File: config.mk
export PLATFORM = sky130hd
export DESIGN_NAME = mult_div_unit
export DESIGN_NICKNAME = d
export VERILOG_FILES = /design/src/rtl/mdu_pkg.sv /design/src/rtl/mdu_div_core.sv /design/src/rtl/mult_div_unit.sv
export SDC_FILE = /design/constraint.sdc
export NUM_CORES = 1
export LEC_CHECK = 0
export BUFFER_PORTS_ARGS = -buffer_cell sky130_fd_sc_hd__buf_2
export CORE_MARGIN = 10
export CORE_UTILIZATION = 62
export CTS_CLUSTER_DIAMETER = 100
export CTS_CLUSTER_SIZE = 10
export DETAILED_ROUTE_END_ITERATION = 8
export GPL_TIMING_DRIVEN = 0
export PLACE_DENSITY = 0.86
export SYNTH_ARGS = -nofsm -noshare
export SYNTH_HDL_FRONTEND = slang
export SYNTH_SLANG_ARGS = --single-unit
File: constraint.sdc
create_clock -name clk -period 5.6 [get_ports clk]
set_clock_uncertainty 0.1 [all_clocks]
set_input_delay 1.12 -clock clk [delete_from_list [all_inputs] [get_ports clk]]
set_output_delay 1.12 -clock clk [all_outputs]
set_load 0.01 [all_outputs]
File: src/rtl/mdu_pkg.sv
// Shared types and constants for the multicycle signed multiply/divide unit.
package mdu_pkg;

    typedef enum logic [2:0] {
        IDLE = 3'd0,
        MULT = 3'd1,
        DIV  = 3'd2,
        FIX  = 3'd3,
        DONE = 3'd4,
        ERR  = 3'd5
    } state_e;

    localparam logic OP_MULT = 1'b0;
    localparam logic OP_DIV  = 1'b1;

    localparam int ITER = 32;

endpackage

File: src/rtl/mdu_div_core.sv
// One restoring-division step on unsigned magnitudes: trial subtract, keep or restore.
module mdu_div_core
    import mdu_pkg::*;
#(
    parameter int WIDTH = ITER
) (
    input  logic [WIDTH:0]   part_rem,
    input  logic [WIDTH:0]   divisor,
    output logic [WIDTH-1:0] next_rem,
    output logic             q_bit
);

    logic [WIDTH+1:0] diff;
    logic             unused_diff_bit;

    // A kept difference is below the divisor (at most 2**(WIDTH-1)), so WIDTH bits hold it.
    always_comb begin
        diff     = {1'b0, part_rem} - {1'b0, divisor};
        q_bit    = ~diff[WIDTH+1];
        next_rem = q_bit ? diff[WIDTH-1:0] : part_rem[WIDTH-1:0];
    end

    assign unused_diff_bit = diff[WIDTH];

endmodule

File: src/rtl/mult_div_unit.sv
// Multicycle signed MULT (radix-2 Booth) / DIV (restoring) unit producing HI/LO,
// a done pulse and a divide-by-zero flag.
module mult_div_unit
    import mdu_pkg::*;
#(
    parameter int WIDTH = ITER,
    parameter int CNT_W = 6
) (
    input  logic             clk,
    input  logic             reset,
    input  logic             start,
    input  logic             op,
    input  logic [WIDTH-1:0] a,
    input  logic [WIDTH-1:0] b,
    output logic [WIDTH-1:0] hi,
    output logic [WIDTH-1:0] lo,
    output logic             busy,
    output logic             done,
    output logic             div0
);

    localparam logic [CNT_W-1:0] LAST_CNT = CNT_W'(WIDTH - 1);

    state_e                  state;
    logic [CNT_W-1:0]        cnt;
    logic                    op_q;

    logic signed [WIDTH:0]   acc_q;
    logic signed [WIDTH:0]   mcand_q;
    logic signed [WIDTH:0]   acc_sum;
    logic [WIDTH-1:0]        mplr_q;
    logic                    qm1_q;

    logic [WIDTH-1:0]        rem_q;
    logic [WIDTH-1:0]        quo_q;
    logic [WIDTH-1:0]        rem_nxt;
    logic                    q_bit;
    logic [WIDTH:0]          dvsr_q;
    logic [WIDTH:0]          mag_a;
    logic [WIDTH:0]          mag_b;
    logic                    neg_quo_q;
    logic                    neg_rem_q;
    logic                    unused_mag_msb;

    function automatic logic [WIDTH:0] mag(input logic [WIDTH-1:0] v);
        logic [WIDTH:0] ext;
        ext = {v[WIDTH-1], v};
        return v[WIDTH-1] ? -ext : ext;
    endfunction

    function automatic logic [WIDTH-1:0] cond_neg(input logic [WIDTH-1:0] v, input logic neg);
        return neg ? -v : v;
    endfunction

    assign mag_a          = mag(a);
    assign mag_b          = mag(b);
    // |a| never exceeds 2**(WIDTH-1), so it seeds the WIDTH-bit quotient register directly.
    assign unused_mag_msb = mag_a[WIDTH];

    // The accumulator carries one guard bit so the most negative multiplicand cannot overflow.
    always_comb begin
        acc_sum = acc_q;
        case ({mplr_q[0], qm1_q})
            2'b01:   acc_sum = acc_q + mcand_q;
            2'b10:   acc_sum = acc_q - mcand_q;
            default: acc_sum = acc_q;
        endcase
    end

    mdu_div_core #(
        .WIDTH(WIDTH)
    ) u_div_core (
        .part_rem({rem_q, quo_q[WIDTH-1]}),
        .divisor (dvsr_q),
        .next_rem(rem_nxt),
        .q_bit   (q_bit)
    );

    always_ff @(posedge clk or negedge reset) begin
        if (!reset) begin
            state <= IDLE;
            cnt   <= '0;
            op_q  <= OP_MULT;
            busy  <= 1'b0;
            done  <= 1'b0;
            div0  <= 1'b0;
            hi    <= '0;
            lo    <= '0;
        end else begin
            done <= 1'b0;
            div0 <= 1'b0;
            case (state)
                IDLE: begin
                    if (start) begin
                        op_q <= op;
                        cnt  <= '0;
                        if (op == OP_MULT) begin
                            state <= MULT;
                        end else if (b == '0) begin
                            state <= ERR;
                        end else begin
                            state <= DIV;
                        end
                    end
                end
                MULT: begin
                    busy <= 1'b1;
                    cnt  <= cnt + 1'b1;
                    if (cnt == LAST_CNT) begin
                        state <= DONE;
                    end
                end
                DIV: begin
                    busy <= 1'b1;
                    cnt  <= cnt + 1'b1;
                    if (cnt == LAST_CNT) begin
                        state <= FIX;
                    end
                end
                FIX: begin
                    busy  <= 1'b1;
                    state <= DONE;
                end
                DONE: begin
                    busy  <= 1'b0;
                    done  <= 1'b1;
                    state <= IDLE;
                    if (op_q == OP_MULT) begin
                        hi <= acc_q[WIDTH-1:0];
                        lo <= mplr_q;
                    end else begin
                        hi <= rem_q;
                        lo <= quo_q;
                    end
                end
                ERR: begin
                    done  <= 1'b1;
                    div0  <= 1'b1;
                    state <= IDLE;
                end
                default: state <= IDLE;
            endcase
        end
    end

    always_ff @(posedge clk) begin
        case (state)
            IDLE: begin
                if (start) begin
                    acc_q     <= '0;
                    mcand_q   <= {a[WIDTH-1], a};
                    mplr_q    <= b;
                    qm1_q     <= 1'b0;
                    rem_q     <= '0;
                    quo_q     <= mag_a[WIDTH-1:0];
                    dvsr_q    <= mag_b;
                    neg_quo_q <= a[WIDTH-1] ^ b[WIDTH-1];
                    neg_rem_q <= a[WIDTH-1];
                end
            end
            MULT: begin
                acc_q  <= {acc_sum[WIDTH], acc_sum[WIDTH:1]};
                mplr_q <= {acc_sum[0], mplr_q[WIDTH-1:1]};
                qm1_q  <= mplr_q[0];
            end
            DIV: begin
                rem_q <= rem_nxt;
                quo_q <= {quo_q[WIDTH-2:0], q_bit};
            end
            FIX: begin
                quo_q <= cond_neg(quo_q, neg_quo_q);
                rem_q <= cond_neg(rem_q, neg_rem_q);
            end
            default: begin
            end
        endcase
    end

endmodule
Yosys cells after proc, flatten, opt, wreduce, memory -nomap -nowiden

Cells that the tools add are included.

Register bits after elaboration: 274
Input port bits: 68
Output and inout bits: 67
Word-level logic and storage cells: 85

Add/subtract/negate cells: 8
Equality and inequality tests: 13
Muxes and demuxes: 29
Bitwise operators: 2
Reductions and logical operators: 15

Operators with widths:

| operator              | number |
|---|---|
| $mux W32              | 9 |
| $pmux W32 S3          | 2 |
| $pmux W33 S2          | 2 |
| $neg A32 Y32          | 3 |
| $pmux W32 S2          | 1 |
| $sub A33 B33 Y34      | 1 |
| $add A33 B32 Y33      | 1 |
| $mux W33              | 1 |
| $neg A33 Y33          | 1 |
| $sub A33 B32 Y33      | 1 |
| $logic_not A32 Y1     | 1 |
| $mux W31              | 1 |
| $mux W3               | 5 |
| $pmux W3 S4           | 1 |
| $pmux W6 S2           | 1 |
| $ne A2 B2 Y1 const B  | 5 |
| $reduce_and A3 Y1     | 3 |
| $add A6 B1 Y6 const B | 1 |
| $eq A3 B2 Y1 const B  | 2 |
| $eq A3 B3 Y1 const B  | 2 |
| $eq A6 B5 Y1 const B  | 1 |
| $mux W6               | 1 |
| $reduce_and A2 Y1     | 3 |
| $reduce_bool A2 Y1    | 3 |
| 11 further kinds      | 15 |

Logic depth before layout (Yosys ltp)

Depth in word-level cells: 5
Mapped depth: 18
Gate-level depth less buffers: 18

Cells and area by module

Synthesis repeated with hierarchy kept, for this count alone.

Cell total of the unflattened synthesis: 2041
Area total of the unflattened synthesis: 18601.6 um^2

Modules (own cells, without submodules):

| module        | times used | cells each | area an instance (um^2) | sequential area each (um^2) |
|---|---|---|---|---|
| mult_div_unit | 1          | 1672       | 16191.8                 | 7782.5 |
| mdu_div_core  | 1          | 369        | 2409.8                  | 0.0 |

Least setup slack after synthesis

OpenSTA, ideal clock, no wires.

Path kind: flip-flop to flip-flop
Start: reg mcand_q[0]
End: reg acc_q[30], data pin
Library setup time: 0.271 ns
Arrival time: 3.947 ns
Required time: 5.229 ns
Path slack: 1.282 ns
Stages on the path, launching flop included: 19
Cells stage by stage: edfxtp_1 inv_1 ha_1 nor3b_1 and2_1 nor3b_1 a21oi_1 xnor2_1 ha_1 a21o_1 a31o_2 a2111oi_0 o21ai_0 a211oi_1 o21ai_0 nand2_1 o21ai_0 mux2_2 o22ai_1

Word-level cells in the longest chain between the ends: 3

RTL lines:

| item                                                        | line                                     | text |
|---|---|---|
| start: declaration                                          | mult_div_unit.sv:29                      | `logic signed [WIDTH:0] mcand_q;` |
| start signal: assignment                                    | mult_div_unit.sv:151                     | `mcand_q <= {a[WIDTH-1], a};` |
| $sub A33 B32 Y33 / $add A33 B32 Y33 (equally long branches) | mult_div_unit.sv:65, mult_div_unit.sv:64 |  |
| $pmux W33 S2 (*)                                            | mult_div_unit.sv:63                      | `case ({mplr_q[0], qm1_q})` |
| $pmux W33 S2 (*)                                            | mult_div_unit.sv:147                     | `case (state)` |
| end signal: assignment                                      | mult_div_unit.sv:162                     | `acc_q <= {acc_sum[WIDTH], acc_sum[WIDTH:1]};` |
| end: declaration                                            | mult_div_unit.sv:28                      | `logic signed [WIDTH:0] acc_q;` |

Mark *: on every way between the ends. The rest lies on a longest branch, timed or not.
A chain may end at the register's enable or synchronous reset.

Worst setup path in the final report

Start: reg mplr_q[0]
End: reg acc_q[31], data pin

Word-level cells in the longest chain between the ends: 3

RTL lines:

| item                                                | line                 | text |
|---|---|---|
| start: declaration                                  | mult_div_unit.sv:31  | `logic [WIDTH-1:0] mplr_q;` |
| start signal: assignment                            | mult_div_unit.sv:163 | `mplr_q <= {acc_sum[0], mplr_q[WIDTH-1:1]};` |
| $eq A2 B2 Y1 / $eq A2 B1 Y1 (equally long branches) | mult_div_unit.sv:63  |  |
| $pmux W33 S2 (*)                                    | mult_div_unit.sv:63  |  |
| $pmux W33 S2 (*)                                    | mult_div_unit.sv:147 |  |

Marks and branches as above.

==> flow_metrics.env <==
export IMPL_cts_setup_buffers=0
export IMPL_vias_per_cell=6.51
export IMPL_leakagePower_nw=7.95
export IMPL_setup_viol=0
export IMPL_met1_usage_pct=37.6
export IMPL_avgSynthCellArea_um2=9.39
export IMPL_max_freq_mhz=192
export IMPL_yosys_area_top_type_share_pct=33.1
export IMPL_start_util_pct=63.2
export IMPL_synth_top_cells_by_area="edfxtp_1 (33%), dfrtp_1 (11%), xnor2_1 (5.6%), mux2i_1 (5.3%), ha_1 (5.1%)"
export IMPL_synth_ff_type="edfxtp_1"
export IMPL_cts_max_path_buffers=3
export IMPL_fill_cells=2054
export IMPL_critPathKind="reg -> reg"
export IMPL_crit_start="mplr_q[0]"
export IMPL_p_total_mw=14.0
export IMPL_core_um2=28000
export IMPL_critPathCaptureType="flop"
export IMPL_grt_pass1_wl_um=85900
export IMPL_path_max_fanout=10
export IMPL_htreeDepth=1
export IMPL_grtUsageMet3_pct=5.57
export IMPL_synth_seq_cells=272
export IMPL_place_ws_ns=0.312
export IMPL_postCtsHoldBufs=0
export IMPL_area_growth_pct=12.6
export IMPL_layout_nets=2199
export IMPL_use_met2_pct=49.3
export IMPL_die_h_um=189
export IMPL_numPortBuffers=133
export IMPL_setup_ws_ns=0.398
export IMPL_cp_arrival_ns=5.44
export IMPL_die_area_um2=35700
export IMPL_slew_viol_final=0
export IMPL_grt_max_degree=72
export IMPL_clk_latency_ns=0.59
export IMPL_hold_slack_ns=0.257
export IMPL_hold_viol_final=0
export IMPL_die_w_um=189
export IMPL_drtIter0Drc=1944
export IMPL_overflow=0
export IMPL_synthDistinctLibCells=71
export IMPL_final_period_utilization_pct=92.9
export IMPL_outcome="complete, no violations"
export IMPL_grt_usage_pct=30.0
export IMPL_slew_headroom_pct=37.1
export IMPL_synthArstFlopShare_pct=28.3
export IMPL_synthTopCellsByCount="nor2_1 (211), edfxtp_1 (195), nand2_1 (192)"
export IMPL_drc_errors=0
export IMPL_synth_top_area_cell="edfxtp_1"
export IMPL_wire_per_inst_um=22.5
export IMPL_hpwl_um=42000
export IMPL_placementRows=61
export IMPL_vdd_drop_max_mv=0.380
export IMPL_ys_seq_area_share_pct=43.9
export IMPL_clk_pin_slew_ns=0.06
export IMPL_grt_setup_unrepaired="no"
export IMPL_pin_count=135
export IMPL_root_buffer="clkbuf_16"
export IMPL_post_route_cells_drive_above_1_share_pct=9.80
export IMPL_syn_area_um2=17700
export IMPL_yosysWarnings=0
export IMPL_antenna_found_initial=2
export IMPL_place_area_um2=19000
export IMPL_cp_start_kind="flop"
export IMPL_synth_edff_count=195
export IMPL_yosysMostFrequentCell="nor2_1"
export IMPL_worst_pin_slew_ns=0.944
export IMPL_place_congestion=0.962
export IMPL_ant_nets=0
export IMPL_firstDrtPassIters=6
export IMPL_cap_viol_max_count=0
export IMPL_postRouteWirelength_um=55300
export IMPL_synthCells=1887
export IMPL_crit_required_ns=5.84
export IMPL_fin_crit_ns=5.20
export IMPL_r2r_start="mplr_q[0]"
export IMPL_cts_sinks=272
export IMPL_design_area_um2=19900
export IMPL_busiest_layer="met2"
export IMPL_vias=16013
export IMPL_grt_pass1_vias=15602
export IMPL_p_per_area_nw_per_um2=701
export IMPL_fin_tns_setup_ns=0
export IMPL_cts_tree="done"
export IMPL_syn_nets=2029
export IMPL_cts_buffers=31
export IMPL_hp_class="in -> async"
==> what timing repair did <==
| item | 4_1_cts | 5_1_grt |
|---|---|---|
| endpoints found under the setup margin | 0 | 6 |
| endpoints found under the hold margin | 0 | 0 |
| gates resized for setup | 0 | 4 |
==> state kept, by name, indices dropped and copies added, names as in the netlist <==
| name | count |
|---|---|
| dvsr_q | 33 |
| div0 | 1 |
| quo_q | 32 |
| done | 1 |
| mcand_q | 32 |
| hi | 32 |
| rem_q | 32 |
| lo | 32 |
| mplr_q | 32 |
| acc_q | 32 |
| busy | 1 |
| op_q | 1 |
| state | 3 |
| neg_quo_q | 1 |
| qm1_q | 1 |
| cnt | 6 |
==> power breakdown <==
| group | total, mW | leakage [nW] | internal [mW] | switching (mW) |
|---|---|---|---|---|
| Combinational | 7.69 | 4.74 | 2.98 | 4.71 |
| Sequential | 4.37 | 2.77 | 3.36 | 1.00 |
| Clock | 1.93 | 0.444 | 1.09 | 0.839 |
| Total | 14.0 | 7.95 | 7.44 | 6.55 |
==> critical path, cell delays in order (launching register included) <==
cell and delay (ns):
edfxtp_1 0.43, ha_1 0.17, clkbuf_1 0.24, clkbuf_1 0.41, nor2_1 0.11, xnor2_1 0.31
ha_1 0.35, a211oi_1 0.41, o21ai_0 0.19, a221oi_1 0.52, o21ai_0 0.33, nand3_1 0.19
a31o_2 0.20, o21ai_0 0.20, a221oi_1 0.32, mux2_2 0.38, mux2i_1 0.12
==> placed cells by master (no fill, tap or decap), types with 72 or more instances in the layout <==
master	instances
a21oi_1	168
buf_2	134
clkbuf_1	95
dfrtp_1	77
edfxtp_1	195
ha_1	72
mux2i_1	94
nand2_1	191
nor2_1	211
o21ai_0	103
xnor2_1	114
==> worst paths after layout <==
path / end / slack [ns] / cells after the start
max in group asynchronous: lo[1] / 4.56 / 2
setup reg to reg: acc_q[31] / 0.40 / 16
setup / recovery: acc_q[31] / 0.40 / 16
hold / removal: hi[3] / 0.26 / 1
hold reg to reg: cnt[5] / 0.41 / 1
min in group clk: cnt[5] / 0.41 / 1
==> area by class of cell <==
type / count / area [um2] / share of cell area, %
well taps: 378 / 473 / 2.37
multi-input cells: 1453 / 9370 / 47.0
flip-flops and latches: 272 / 7780 / 39.0
clock buffers: 56 / 912 / 4.57
plain buffers: 91 / 352 / 1.76
inverters: 71 / 267 / 1.34
diodes: 2 / 5.00 / 0.0251
clock inverters: 1 / 20.0 / 0.100
repair buffers: 137 / 771 / 3.86
==> routing by layer <==
| layer | vias up | share of wire, % |
|---|---|---|
| li1 | 7216 | - |
| met1 | 7543 | 38 |
| met2 | 1043 | 47 |
| met3 | 211 | 10 |
| met4 | 0 | 5.2 |
| met5 | - | 0 |
==> per-stage QoR <==
stage | std cells | util [%]
2_1_floorplan | 1887 | -
3_3_place_gp | 2398 | 67.3
3_5_place_dp | 2402 | 67.8
4_1_cts | 2459 | 71.1
5_1_grt | 2460 | 71.2
6_report | 2461 | 71.2
==> logic make-up (layout without fill, tap and decap cells) <==
family | Yosys count | after routing | share of synthesized area, %
compound gates | 485 | 485 | 16.8
other cells | 1 | 3 | 0.0212
buf+inv | 162 | 356 | 3.49
fa+ha+maj | 74 | 74 | 5.31
xor+xnor | 179 | 179 | 8.85
simple gates | 618 | 618 | 16.2
flops | 272 | 272 | 43.9
mux | 96 | 96 | 5.44
(Power assumes the default switching activity.)
